===== config.mk =====
export PLATFORM = sky130hd
export DESIGN_NAME = voter_tally
export DESIGN_NICKNAME = d
export VERILOG_FILES = /design/src/rtl/voter_tally.sv
export SDC_FILE = /design/constraint.sdc
export NUM_CORES = 1
export LEC_CHECK = 0
export CORE_MARGIN = 2
export CORE_UTILIZATION = 25
export CTS_CLUSTER_SIZE = 28
export DETAILED_ROUTE_END_ITERATION = 12
export HOLD_SLACK_MARGIN = 0.06
export PLACE_DENSITY = 0.57
export SLEW_MARGIN = 20
export SYNTH_ARGS = -nofsm -noshare
export SYNTH_HDL_FRONTEND = slang
export SYNTH_SLANG_ARGS = --single-unit

===== constraint.sdc =====
create_clock -name clk -period 3.6 [get_ports clk]
set_input_delay 0.72 -clock clk [delete_from_list [all_inputs] [get_ports clk]]
set_output_delay 0.72 -clock clk [all_outputs]
set_load 0.01 [all_outputs]

===== src/rtl/voter_tally.sv =====
// Clocked voting-session tally: opens a ballot, counts one vote per voter, latches a one-hot verdict.
// Optional macro VOTE_TIMEOUT_EN adds an OPEN-state cycle limit of TIMEOUT_CYC.
module voter_tally #(
    parameter int unsigned N_VOTERS    = 4,
    parameter int unsigned CNT_W       = $clog2(N_VOTERS + 1),
    parameter int unsigned TIMEOUT_CYC = 16
) (
    input  logic                clk,
    input  logic                rst_n,
    input  logic                open_i,
    input  logic                close_i,
    input  logic [N_VOTERS-1:0] vote_en,
    input  logic [N_VOTERS-1:0] vote_yes,
    output logic [N_VOTERS-1:0] voted,
    output logic [CNT_W-1:0]    yes_cnt,
    output logic [CNT_W-1:0]    no_cnt,
    output logic                busy,
    output logic                done,
    output logic [3:1]          O
);

    localparam logic [1:0] S_IDLE = 2'd0;
    localparam logic [1:0] S_OPEN = 2'd1;
    localparam logic [1:0] S_DONE = 2'd2;

    if (N_VOTERS < 2 || TIMEOUT_CYC < 2) begin : g_bad_param
        $error("voter_tally: N_VOTERS and TIMEOUT_CYC must be at least 2");
    end

    logic [1:0]          state_q, state_d;
    logic [N_VOTERS-1:0] voted_q, voted_d;
    logic [CNT_W-1:0]    yes_q, yes_d;
    logic [CNT_W-1:0]    no_q, no_d;
    logic [3:1]          o_q, o_d;
    logic                busy_q, busy_d;
    logic                done_q, done_d;
    logic [N_VOTERS-1:0] accept;
    logic [CNT_W-1:0]    yes_add, no_add;
    logic                tmo_hit;

`ifdef VOTE_TIMEOUT_EN
    localparam int unsigned TMO_W = $clog2(TIMEOUT_CYC);
    logic [TMO_W-1:0] tmo_q, tmo_d;
    assign tmo_hit = (tmo_q == TMO_W'(TIMEOUT_CYC - 1));
`else
    assign tmo_hit = 1'b0;
`endif

    // First-time votes this cycle, split into yes/no popcounts
    always_comb begin
        accept  = vote_en & ~voted_q;
        yes_add = '0;
        no_add  = '0;
        for (int i = 0; i < int'(N_VOTERS); i++) begin
            if (accept[i]) begin
                if (vote_yes[i]) yes_add = yes_add + CNT_W'(1);
                else             no_add  = no_add + CNT_W'(1);
            end
        end
    end

    always_comb begin
        state_d = state_q;
        voted_d = voted_q;
        yes_d   = yes_q;
        no_d    = no_q;
        o_d     = o_q;
`ifdef VOTE_TIMEOUT_EN
        tmo_d   = tmo_q;
`endif
        case (state_q)
            S_IDLE, S_DONE: begin
                if (open_i) begin
                    state_d = S_OPEN;
                    voted_d = '0;
                    yes_d   = '0;
                    no_d    = '0;
                    o_d     = 3'b000;
`ifdef VOTE_TIMEOUT_EN
                    tmo_d   = '0;
`endif
                end
            end
            S_OPEN: begin
                voted_d = voted_q | accept;
                yes_d   = yes_q + yes_add;
                no_d    = no_q + no_add;
                // Verdict uses the counts including this cycle's votes
                if (close_i || (&voted_d) || tmo_hit) begin
                    state_d = S_DONE;
                    if (yes_d > no_d)       o_d = 3'b100;
                    else if (yes_d == no_d) o_d = 3'b010;
                    else                    o_d = 3'b001;
                end
`ifdef VOTE_TIMEOUT_EN
                else begin
                    tmo_d = tmo_q + TMO_W'(1);
                end
`endif
            end
            default: state_d = S_IDLE;
        endcase
        busy_d = (state_d == S_OPEN);
        done_d = (state_d == S_DONE);
    end

    always_ff @(posedge clk or negedge rst_n) begin
        if (!rst_n) begin
            state_q <= S_IDLE;
            voted_q <= '0;
            yes_q   <= '0;
            no_q    <= '0;
            o_q     <= 3'b000;
            busy_q  <= 1'b0;
            done_q  <= 1'b0;
`ifdef VOTE_TIMEOUT_EN
            tmo_q   <= '0;
`endif
        end else begin
            state_q <= state_d;
            voted_q <= voted_d;
            yes_q   <= yes_d;
            no_q    <= no_d;
            o_q     <= o_d;
            busy_q  <= busy_d;
            done_q  <= done_d;
`ifdef VOTE_TIMEOUT_EN
            tmo_q   <= tmo_d;
`endif
        end
    end

    assign voted   = voted_q;
    assign yes_cnt = yes_q;
    assign no_cnt  = no_q;
    assign busy    = busy_q;
    assign done    = done_q;
    assign O       = o_q;

endmodule


# --- After elaboration in Yosys (flattened, before gate mapping) ---
# Cells that the tools add are included.
classes:
  addsub: 8
  order_cmp: 1
  n_eq_ne: 7
  n_mux: 28
  n_bitwise: 3
  reduce_logical: 7
ops:
  columns: ["cell", "count"]
  rows:
  - ["$mux 3", 17]
  - ["$add 3x1->3 const B", 6]
  - ["$pmux 3 s2", 3]
  - ["$pmux 4 s2", 1]
  - ["$add 3x3->3", 2]
  - ["$mux 2", 3]
  - ["$and 4x4->4", 1]
  - ["$eq 2x1->1 const B", 2]
  - ["$eq 2x2->1 const B", 2]
  - ["$mux 4", 1]
  - ["$ne 2x2->1 const B", 2]
  - ["$not 4->4", 1]
  - ["$or 4x4->4", 1]
  - ["$pmux 2 s2", 1]
  - ["$reduce_and 4->1", 1]
  - ["$eq 3x3->1", 1]
  - ["$gt 3x3->1", 1]
  - ["$reduce_and 3->1", 1]
  - ["$logic_not 2->1", 1]
  - ["$mux 1", 2]
  - ["$reduce_and 2->1", 1]
  - ["$reduce_bool 2->1", 1]
  - ["$reduce_or 2->1", 1]
  - ["$logic_or 1x1->1", 1]
word_totals:
  ff_bits: 17
  inputBits: 12

# --- Depth between registers and ports, before layout ---
depth:
  ltp_word: 18
  ltp_mapped: 16
  ltp_nobuf: 16

# --- Worst setup path before layout ---
# No wires, ideal clock.
synth_timing:
  path_kind: "input to register"
  startpoint: "in vote_yes[0]"
  endpoint: "reg o_q (netlist bit O[3])"
  setup_ps: 128
  arrival_ps: 4061
  slack_ps: -589
  stages: 14
  n_path_buf: 0
  cell_sequence: "nor3b_2 ha_1 mux2_4 ha_1 mux2_2 ha_1 mux2_2 fa_1 xor2_1 xnor3_1 ha_1 o21a_1 o21ai_0 mux2i_1"
synth_between:
  elab_chain_len: 16
  word_cells_on_any_way: 28
  cone_classes: "add/sub: 8; order compare: 1; mux: 19"
synth_rtl:
  columns: ["item", "line_no", "rtl"]
  rows:
  - ["from (decl)", "13", "input logic [N_VOTERS-1:0] vote_yes,"]
  - ["$mux 1", "56", "if (vote_yes[i]) yes_add = yes_add + CNT_W'(1);"]
  - ["$mux 3", "55", "if (accept[i]) begin"]
  - ["$add 3x1->3 (on tied branches)", "56, 57", null]
  - ["$mux 3", "56", null]
  - ["$mux 3", "55", null]
  - ["$add 3x1->3 (on tied branches)", "56, 57", null]
  - ["$mux 3", "56", null]
  - ["$mux 3", "55", null]
  - ["$add 3x1->3 (on tied branches)", "56, 57", null]
  - ["$mux 3", "56", null]
  - ["$mux 3", "55", null]
  - ["$add 3x3->3 (on tied branches)", "86, 87", null]
  - ["$gt 3x3->1 *", "91", "if (yes_d > no_d) o_d = 3'b100;"]
  - ["$mux 3 *", "91", null]
  - ["$mux 3 *", "89", "if (close_i || (&voted_d) || tmo_hit) begin"]
  - ["$pmux 3 s2 *", "71", "case (state_q)"]
  - ["to (signal assigned)", "113", "o_q <= 3'b000;"]
  - ["to (signal assigned)", "124", "o_q <= o_d;"]
  - ["to (decl)", "34", "logic [3:1] o_q, o_d;"]
# Every way passes the cells marked *; elsewhere a longest branch is shown, timed or not. The select of a mux whose other input is x is not followed.
# A chain may end at the register's enable or synchronous reset.

# --- Worst setup path in the final report ---
# Ends and elaborated chain as after synthesis.

==> results.cfg <==
[power]
irDropWorstVdd_uv = 271
pwr_density_cell_mw_per_mm2 = 799
power_leakage_nw = 0.859

[sta]
tns_ns = -0.544
worst_slew_pin_slew_ns = 0.777
drv_slew = 0
finClkSkew_ns = 0.00131
timing.final.crit_share = 1.07
fin_ws_ns = -0.248
final_period_minus_worst_setup_slack_ns = 3.85
max_slew_margin = 0.480
setup_viol = 4
final_hold_viol_count = 0
max_freq_mhz = 260
rsz0062_at_grt = yes

[cts]
cts_num_sinks = 17
cts_clock_pin_slew_for_the_worst_setup_and_hold_paths_ns = 0.06
cts_root_buf = clkbuf_8
cts_inserted_buffers = 3
worstSkewPairLatency_ns = 0.25
cts_tree = yes
htreeDepth = 1
cts_hold_buf = 0
cts-root-to-sink-buffers = 2

[yosys]
cell_type_with_the_highest_aggregate_area_in_the_netlist = dfrtp_1
yosysUniqueCellTypes = 36
synth_area_in_simple_gates = 0.181
ys.warnings.count = 0
post_synth_xor_area_fraction = 0.0862
synth.area.mux_share = 0.114
ys_ff_latch = 17
postSynth.topFlopCell = dfrtp_1
synth_top_area_share = 0.341
syn_nets = 139
ys_async_sr_fraction = 1.00
ys_top_cells_by_area = dfrtp_1, ha_1, mux2_2
synth_cells = 114
synth.cell_area_mm2 = 0.00125
synth-compound-area-share = 0.112
post_synth.cell_area_avg_um2 = 11.0
post_synthesis_adder_cell_area_fraction = 0.142
dominant_combinational_cell_family_by_area_after_synthesis = simple AND/OR/NAND/NOR gates
synth.yosys.seq_area_share = 0.341
synth_enable_flop_cells = 0
synth_top_cells_by_count = dfrtp_1, ha_1, nand2_1, nor2_1
yosysMostFrequentCell = dfrtp_1

[run]
maxCapViolCount = 0

[routing]
routed_wl_um = 3040
detail_route.drc_violations = 0
detailroute.via_count = 1011
drt_iter0_drc = 31
drt-wirelength-per-cell_um = 13.5
drt.antenna.violating_nets = 0
vias_per_cell = 4.49
first_pass_iters = 4

[setup_path]
worstSetupEndpointType = flip-flop
timing.critical_path.from_type = input pin
critical_path.most_common_cell = ha_4
critical_path.n_buffers_inverters = 2
critPathSlowestCell = fa_2
cp.required_ns = 3.73
worstPathArrival_ns = 3.98
worstPathCellList = buf_8 -> and3b_2 -> ha_4 -> mux2i_4 -> inv_2 -> ha_4 -> mux2_4 -> ha_4 -> mux2_4 -> fa_2 -> xor2_2 -> xnor2_2 -> xnor2_2 -> ha_4 -> o21a_1 -> o21ai_1 -> mux2i_1
worst_path_dominant_cell_family = adder cells
crit_fanout = 3
cpPeakStageDelay_ns = 0.36
path_class = in2reg

[place]
globalplace.congestion = 0.782
detailed_place_hpwl_um = 2340
postPlaceCellArea_mm2 = 0.00173
dp_worst_setup_slack_ns = -1.10
numPortBuffers = 26

[die]
initial_core_utilization = 0.263
top_level_ports = 27
core_area_mm2 = 0.00475
fp.dieArea_mm2 = 0.00558
std_cell_rows = 25
die_h_um = 74.7
chipWidth_um = 74.7

[min_path]
holdCritPathClass = reg2reg

[grt]
grt_antenna_before_repair = 0
wire_length_of_the_first_global_routing_pass_um = 4690
grt_max_degree = 18
via_count_of_the_first_global_routing_pass = 1023
gr-usage-all-layers = 0.112
grt.overflow.total = 0

[cells_and_area]
multiInputGateArea_um2 = 931
fill_cells = 477
stdcell_area_mm2 = 0.00189
areaGrowthSynthToFinish_pct = 51.6
register_area_um2 = 425
count_of_inserted_antenna_diode_cells = 0
final_nets = 184
post_route_cells_drive_above_1_share = 0.335

[status]
status = finished, violations left
violations = setup timing
-- layer usage --
metal  part of all wire  routed length, µm  track usage
met2               0.54               1630        0.200
met5                  0                  0            0
met4              0.026                 80       0.0516
met1               0.41               1250        0.127
met3              0.025                 76       0.0281
-- report_power, final --
group / total [mW] / switching [mW] / internal (mW)
registers: 0.359 / 0.0968 / 0.262
clock network: 0.144 / 0.0652 / 0.0786
logic: 1.01 / 0.418 / 0.593
-- final timing paths --
| check | slack, ns | start | endpoint | cells past startpoint |
|---|---|---|---|---|
| max | -0.25 | vote_yes[0] | O[3]$_DFFE_PN0P_ | 17 |
| min | 0.53 | O[1]$_DFFE_PN0P_ | O[1]$_DFFE_PN0P_ | 2 |
| max reg2reg | -0.16 | voted[0]$_DFFE_PN0P_ | O[3]$_DFFE_PN0P_ | 16 |
| min reg2reg | 0.53 | O[1]$_DFFE_PN0P_ | O[1]$_DFFE_PN0P_ | 2 |
| max in group asynchronous | 2.20 | rst_n | voted[1]$_DFFE_PN0P_ | 1 |
| min in group asynchronous | 0.92 | rst_n | yes_cnt[1]$_DFFE_PN0P_ | 1 |
-- state kept, by name, summed over array words and instances, names as in the netlist --
signal   count
O            3
voted        4
done         1
yes_cnt      3
no_cnt       3
state_q      2
busy         1
-- repair_timing --
item	in CTS	in global routing
setup endpoints to repair	7	4
resized for setup	20	8
pin swaps	11	13
buffers inserted	1	2
endpoints found under the hold margin	0	0
-- cells in the final DEF, fill, tap and decap left out, types with 5 or more instances in the layout --
master / Yosys / layout
a22o_1: 5 / 5
buf_4: 0 / 17
clkdlybuf4s50_1: 0 / 22
dfrtp_1: 17 / 17
ha_4: 0 / 7
mux2_4: 3 / 5
nand2_1: 11 / 11
nor2_1: 6 / 6
-- cell families (layout without fill, tap and decap cells) --
| kind of cell | after synthesis | after routing |
|---|---|---|
| AO/OA/AOI/OAI | 21 | 21 |
| XOR/XNOR | 9 | 9 |
| adder cells (fa/ha/maj) | 13 | 13 |
| buffers and inverters | 7 | 51 |
| flip-flops | 17 | 17 |
| multiplexers | 11 | 11 |
| AND/OR/NAND/NOR | 36 | 36 |
-- layout make-up --
| class | count | area share |
|---|---|---|
| clock buffer | 4 | 0.0238 |
| inverter | 4 | 0.00793 |
| multi-input combinational | 90 | 0.492 |
| sequential | 17 | 0.225 |
| tap | 67 | 0.0443 |
| timing repair buffer | 43 | 0.208 |
-- through the flow --
stage               hold WS, ns  power (mW)  utilization  std cells
global route              0.557        1.64        0.398        225
floorplan                 0.424       0.873            -        114
finish                    0.532        1.51        0.398        225
detailed placement        0.536        1.23        0.363        219
CTS                       0.545        1.46        0.384        224
global placement          0.522        1.21        0.363        219
-- worst min-delay path, cell delays in order (launching register included) --
cell and delay, ns:
dfrtp_1 0.37, nand2_1 0.06, mux2i_1 0.06
(Power assumes the default switching activity.)
